File: config.mk
export PLATFORM = sky130hd
export DESIGN_NAME = hough_vote_generator
export DESIGN_NICKNAME = d
export VERILOG_FILES = /design/src/rtl/hough_vote_generator.sv
export SDC_FILE = /design/constraint.sdc
export NUM_CORES = 1
export LEC_CHECK = 0
export ABC_AREA = 1
export BUFFER_PORTS_ARGS = -buffer_cell sky130_fd_sc_hd__buf_2
export CORE_ASPECT_RATIO = 0.9
export CORE_MARGIN = 5
export CORE_UTILIZATION = 66
export CTS_BUF_LIST = sky130_fd_sc_hd__clkbuf_4
export DETAILED_ROUTE_END_ITERATION = 10
export GPL_TIMING_DRIVEN = 0
export HOLD_SLACK_MARGIN = 0.02
export PLACE_DENSITY = 0.85
export SKIP_CTS_REPAIR_TIMING = 1
export SLEW_MARGIN = 40
export SYNTH_ARGS = -nofsm -noshare
export SYNTH_HDL_FRONTEND = slang
export SYNTH_SLANG_ARGS = --single-unit
File: constraint.sdc
create_clock -name clk -period 20.6 [get_ports clk]
set_input_delay 3.09 -clock clk [delete_from_list [all_inputs] [get_ports clk]]
set_output_delay 3.09 -clock clk [all_outputs]
set_load 0.1 [all_outputs]
File: src/rtl/hough_vote_generator.sv
// Hough line-transform vote generator: reads edge points from a FIFO and emits
// one (theta, rho) vote per 1-degree angle bin per point, with per-frame point counting.
module hough_vote_generator #(
  parameter int unsigned DATA_WIDTH  = 21,
  parameter int unsigned COORD_W     = 10,
  parameter int unsigned THETA_STEPS = 180,
  parameter int unsigned TRIG_W      = 12,
  parameter int unsigned RHO_W       = 12,
  parameter int unsigned RHO_OFFSET  = 1448
) (
  input  logic                  clk,
  input  logic                  reset,
  input  logic [DATA_WIDTH-1:0] fifo_rd_data,
  input  logic                  fifo_empty,
  output logic                  fifo_rd_en,
  output logic                  vote_valid,
  input  logic                  vote_ready,
  output logic [7:0]            vote_theta,
  output logic [RHO_W-1:0]      vote_rho,
  output logic                  frame_done,
  output logic [15:0]           frame_points,
  output logic                  busy
);

  localparam int unsigned THETA_W = 8;
  localparam int unsigned CNT_W   = 16;
  localparam int unsigned FRAC_W  = TRIG_W - 2;
  localparam int unsigned SUM_W   = COORD_W + TRIG_W + 2;
  localparam logic signed [SUM_W-1:0] ROUND_S  = SUM_W'(1 << (FRAC_W - 1));
  localparam logic signed [SUM_W-1:0] OFFSET_S = SUM_W'(RHO_OFFSET);
  localparam logic [THETA_W-1:0] LAST_THETA = THETA_W'(THETA_STEPS - 1);

  // Quarter-wave table: round(1024*sin(deg)), deg = 0..90
  localparam logic [10:0] SIN_Q [0:90] = '{
       0,   18,   36,   54,   71,   89,  107,  125,  143,  160,
     178,  195,  213,  230,  248,  265,  282,  299,  316,  333,
     350,  367,  384,  400,  416,  433,  449,  465,  481,  496,
     512,  527,  543,  558,  573,  587,  602,  616,  630,  644,
     658,  672,  685,  698,  711,  724,  737,  749,  761,  773,
     784,  796,  807,  818,  828,  839,  849,  859,  868,  878,
     887,  896,  904,  912,  920,  928,  935,  943,  949,  956,
     962,  968,  974,  979,  984,  989,  994,  998, 1002, 1005,
    1008, 1011, 1014, 1016, 1018, 1020, 1022, 1023, 1023, 1024,
    1024
  };

  typedef enum logic [1:0] {IDLE, LOAD, VOTE, EOFW} state_t;

  state_t state, next_state;

  logic                     armed;
  logic [COORD_W-1:0]       x_q, y_q;
  logic [THETA_W-1:0]       theta;
  logic [CNT_W-1:0]         point_cnt;
  logic                     rd_c, latch_c, load_c, close_c, valid_next_c;
  logic signed [TRIG_W-1:0] sin_c, cos_c;
  logic signed [SUM_W-1:0]  sum_c, shifted_c;
  logic [RHO_W-1:0]         rho_c;

  function automatic logic signed [TRIG_W-1:0] quarter_wave(input logic [6:0] deg);
    quarter_wave = $signed(TRIG_W'(SIN_Q[deg]));
  endfunction

  assign fifo_rd_en = rd_c;

  // Fold the 0..179 degree range onto the quarter-wave table
  always_comb begin
    sin_c = '0;
    cos_c = '0;
    if (theta <= THETA_W'(90)) begin
      sin_c = quarter_wave(7'(theta));
      cos_c = quarter_wave(7'(THETA_W'(90) - theta));
    end else begin
      sin_c = quarter_wave(7'(THETA_W'(180) - theta));
      cos_c = -quarter_wave(7'(theta - THETA_W'(90)));
    end
  end

  always_comb begin
    sum_c = SUM_W'($signed({1'b0, x_q})) * SUM_W'(cos_c)
          + SUM_W'($signed({1'b0, y_q})) * SUM_W'(sin_c)
          + ROUND_S;
    shifted_c = sum_c >>> FRAC_W;
    rho_c     = RHO_W'(shifted_c + OFFSET_S);
  end

  always_ff @(posedge clk or posedge reset) begin
    if (reset) state <= IDLE;
    else       state <= next_state;
  end

  always_comb begin
    next_state = state;
    rd_c       = 1'b0;
    latch_c    = 1'b0;
    load_c     = 1'b0;
    close_c    = 1'b0;
    case (state)
      IDLE: begin
        if (armed && !fifo_empty) begin
          rd_c       = 1'b1;
          next_state = LOAD;
        end
      end
      LOAD: begin
        if (fifo_rd_data[DATA_WIDTH-1]) begin
          next_state = EOFW;
        end else begin
          latch_c    = 1'b1;
          next_state = VOTE;
        end
      end
      VOTE: begin
        if (!vote_valid || vote_ready) begin
          load_c = 1'b1;
          if (theta == LAST_THETA) next_state = IDLE;
        end
      end
      EOFW: begin
        if (!vote_valid) begin
          close_c    = 1'b1;
          next_state = IDLE;
        end
      end
      default: next_state = IDLE;
    endcase
    valid_next_c = load_c | (vote_valid & ~vote_ready);
  end

  // Datapath, output register and frame bookkeeping
  always_ff @(posedge clk or posedge reset) begin
    if (reset) begin
      armed        <= 1'b0;
      x_q          <= '0;
      y_q          <= '0;
      theta        <= '0;
      point_cnt    <= '0;
      vote_valid   <= 1'b0;
      vote_theta   <= '0;
      vote_rho     <= '0;
      frame_done   <= 1'b0;
      frame_points <= '0;
      busy         <= 1'b0;
    end else begin
      armed      <= 1'b1;
      vote_valid <= valid_next_c;
      frame_done <= close_c;
      busy       <= (next_state != IDLE) || valid_next_c;
      if (latch_c) begin
        x_q   <= fifo_rd_data[COORD_W-1:0];
        y_q   <= fifo_rd_data[2*COORD_W-1:COORD_W];
        theta <= '0;
      end
      if (load_c) begin
        vote_theta <= theta;
        vote_rho   <= rho_c;
        theta      <= theta + THETA_W'(1);
        if (theta == LAST_THETA && point_cnt != {CNT_W{1'b1}})
          point_cnt <= point_cnt + CNT_W'(1);
      end
      if (close_c) begin
        frame_points <= point_cnt;
        point_cnt    <= '0;
      end
    end
  end

endmodule
==> flow_metrics.env <==
export IMPL_nets=2946
export IMPL_yosysSeqAreaShare_pct=12.4
export IMPL_synth_distinct_cells=60
export IMPL_ant_nets=0
export IMPL_via_per_inst=6.39
export IMPL_die_x_um=181
export IMPL_route_met3_wl_um=9860
export IMPL_critPathArrivalTime_ns=14.07
export IMPL_via_count=18723
export IMPL_cts_tree="done"
export IMPL_rsz0062_at_grt="no"
export IMPL_synth_cells=2499
export IMPL_clkTransAtPathRegs_ns=0.17
export IMPL_core_um2=26000
export IMPL_synth_main_ff_cell="dfrtp_1"
export IMPL_dr_wl_met2_um=26300
export IMPL_hold_ws_ns=0.479
export IMPL_netlist_area_um2=17300
export IMPL_dpl_cell_area_um2=18100
export IMPL_ys_ff_latch=86
export IMPL_cts_root_buf="clkbuf_4"
export IMPL_path_common_cell="nand2_1"
export IMPL_path_max_fanout=13
export IMPL_fin_crit_sh_pct=66.2
export IMPL_io_pins=65
export IMPL_grt_pass1_wl_um=99300
export IMPL_syn_nets=2870
export IMPL_path_class="reg -> reg"
export IMPL_highest_layer="met4"
export IMPL_synth_edff_count=0
export IMPL_overflow=0
export IMPL_gp_congestion=1.07
export IMPL_critPathTopFamily="adder cells"
export IMPL_worst_pin_slew_ns=0.885
export IMPL_critPathRequiredTime_ns=21.03
export IMPL_clock_skew_ns=0.0384
export IMPL_dieArea_um2=29600
export IMPL_die_y_um=164
export IMPL_status="finished, final reports clean"
export IMPL_met1Wirelength_um=23000
export IMPL_io_buffers=64
export IMPL_drc=0
export IMPL_cts_sinks=86
export IMPL_stdcell_area_um2=18300
export IMPL_antenna_found_initial=0
export IMPL_final_max_slew_viol_count=0
export IMPL_yosysWarningCount=0
export IMPL_post_route_min_period_ns=13.64
export IMPL_areaGrowthSynthToFinish_pct=5.67
export IMPL_worstSkewPairLatency_ns=0.50
export IMPL_hold_class="reg -> reg"
export IMPL_max_stage_delay_ns=0.72
export IMPL_h_tree_depth=3
export IMPL_drt_iter0_drc=2800
export IMPL_drt_pass1_iter_count=6
export IMPL_pre_cts_slack_ns=7.50
export IMPL_grt_pass1_vias=18652
export IMPL_setup_slack_ns=6.96
export IMPL_clockBufferDepth=2
export IMPL_slew_headroom_pct=40.7
export IMPL_fp_row_count=56
export IMPL_fmax_mhz=73.3
export IMPL_setup_viol=0
export IMPL_layout_drive_gt1_share_pct=6.47
export IMPL_routed_wl_um=62900
export IMPL_maxCapViolations=0
export IMPL_dp_hpwl_um=50400
export IMPL_wire_per_inst_um=21.5
export IMPL_hold_viol=0
export IMPL_grt_start_max_net_pins=60
export IMPL_start_util_pct=66.7
export IMPL_worst_setup_path_start_kind="flip-flop"
export IMPL_insertedDiodeCount=0
export IMPL_numCtsBuffers=9
export IMPL_async_reset_ff_share_pct=100
export IMPL_tns_ns=0
export IMPL_slowest_stage="a22oi_1"
export IMPL_crit_buf_inv=11
export IMPL_grt_usage_pct=42.2
export IMPL_end_kind="flip-flop"
export IMPL_syn_area_per_cell_um2=6.94
-- sequential cells by signal, summed over array words and instances, names as in the netlist, 2 cells and up --
signal	cells
frame_points	16
theta	8
vote_theta	8
vote_rho	12
point_cnt	16
state	2
x_q	10
y_q	10
-- final timing paths --
kind	startpoint	endpoint	slack, ns	cells past startpoint
setup / recovery	theta[0]	vote_rho[11]	6.96	51
setup reg to reg	theta[0]	vote_rho[11]	6.96	51
hold / removal	theta[7]	theta[7]	0.48	1
min in group asynchronous	reset	theta[2]	2.55	2
max in group asynchronous	reset	x_q[3]	17.43	3
hold reg to reg	theta[7]	theta[7]	0.48	1
-- through the flow --
| stage | utilization, % | instances |
|---|---|---|
| after floorplan | - | 2499 |
| after global placement | 69.6 | 2911 |
| after detailed placement | 69.8 | 2912 |
| after CTS | 70.5 | 2928 |
| after global routing | 70.5 | 2928 |
| final | 70.5 | 2928 |
-- cells in the mapped netlist (5+ instances only) --
library cell	instances	area [um^2]
a21o_1	5	37.5
a21oi_1	125	626
a22oi_1	6	45.0
a31oi_1	10	62.6
and2_1	9	56.3
buf_1	8	30.0
buf_2	23	115
clkbuf_1	58	218
clkinv_1	7	26.3
dfrtp_1	86	2150
fa_1	199	3980
ha_1	147	1840
inv_1	391	1470
inv_2	22	82.6
nand2_1	587	2200
nand3_1	185	926
nand3_2	8	80.1
nand3b_1	5	37.5
nand4_1	27	169
nor2_1	227	852
nor2_2	5	31.3
nor3_1	24	120
o2111ai_1	11	96.3
o211ai_1	25	188
o21a_1	7	52.6
o21ai_0	160	801
o21ai_1	13	65.1
o22ai_1	14	87.6
o311ai_0	7	61.3
or2_2	5	31.3
xnor2_1	18	158
xor2_1	23	201
-- metal layers --
layer  GRT usage, %  vias up
met4           20.7        0
li1               -     8178
met1           53.4     8610
met3           17.8      333
met2           62.7     1602
met5              0        -
-- cell usage in the layout (no fill, tap or decap), types with 10 or more instances in the layout --
| cell type | count |
|---|---|
| a31oi_1 | 10 |
| nand2_1 | 587 |
| ha_1 | 147 |
| fa_1 | 199 |
| o21ai_1 | 13 |
| o2111ai_1 | 11 |
| inv_2 | 22 |
| a21oi_1 | 125 |
| nand3_1 | 185 |
| dfrtp_1 | 86 |
| inv_1 | 390 |
| xnor2_1 | 18 |
| o22ai_1 | 14 |
| o211ai_1 | 25 |
| o21ai_0 | 160 |
| buf_2 | 88 |
| clkbuf_1 | 57 |
| nand4_1 | 27 |
| xor2_1 | 23 |
| nor2_1 | 224 |
| nor3_1 | 24 |
-- logic make-up (layout without fill, tap and decap cells) --
kind of cell / Yosys count / after routing / synth area share (%)
DFF: 86 / 86 / 12.4
adders and majority gates: 346 / 346 / 33.6
other: 1 / 1 / 0.0216
buffers and inverters: 513 / 594 / 11.4
xor gates and xnor gates: 41 / 41 / 2.07
and+or+nand+nor: 1099 / 1099 / 26.8
AOI/OAI and AO/OA: 413 / 413 / 13.7
-- layout make-up --
class                           count  area [um^2]
Clock buffer                        9         67.6
Tap cell                          348          435
Inverter                          420         1580
Sequential cell                    86         2150
Fill cell                        2079         7660
Buffer                             93          410
Multi-Input combinational cell   1900        13200
Timing Repair Buffer               65          348
Clock inverter                      7          113
Power is not shown: default switching activity piles up to over one toggle a cycle in this logic, so the estimate is an artifact.
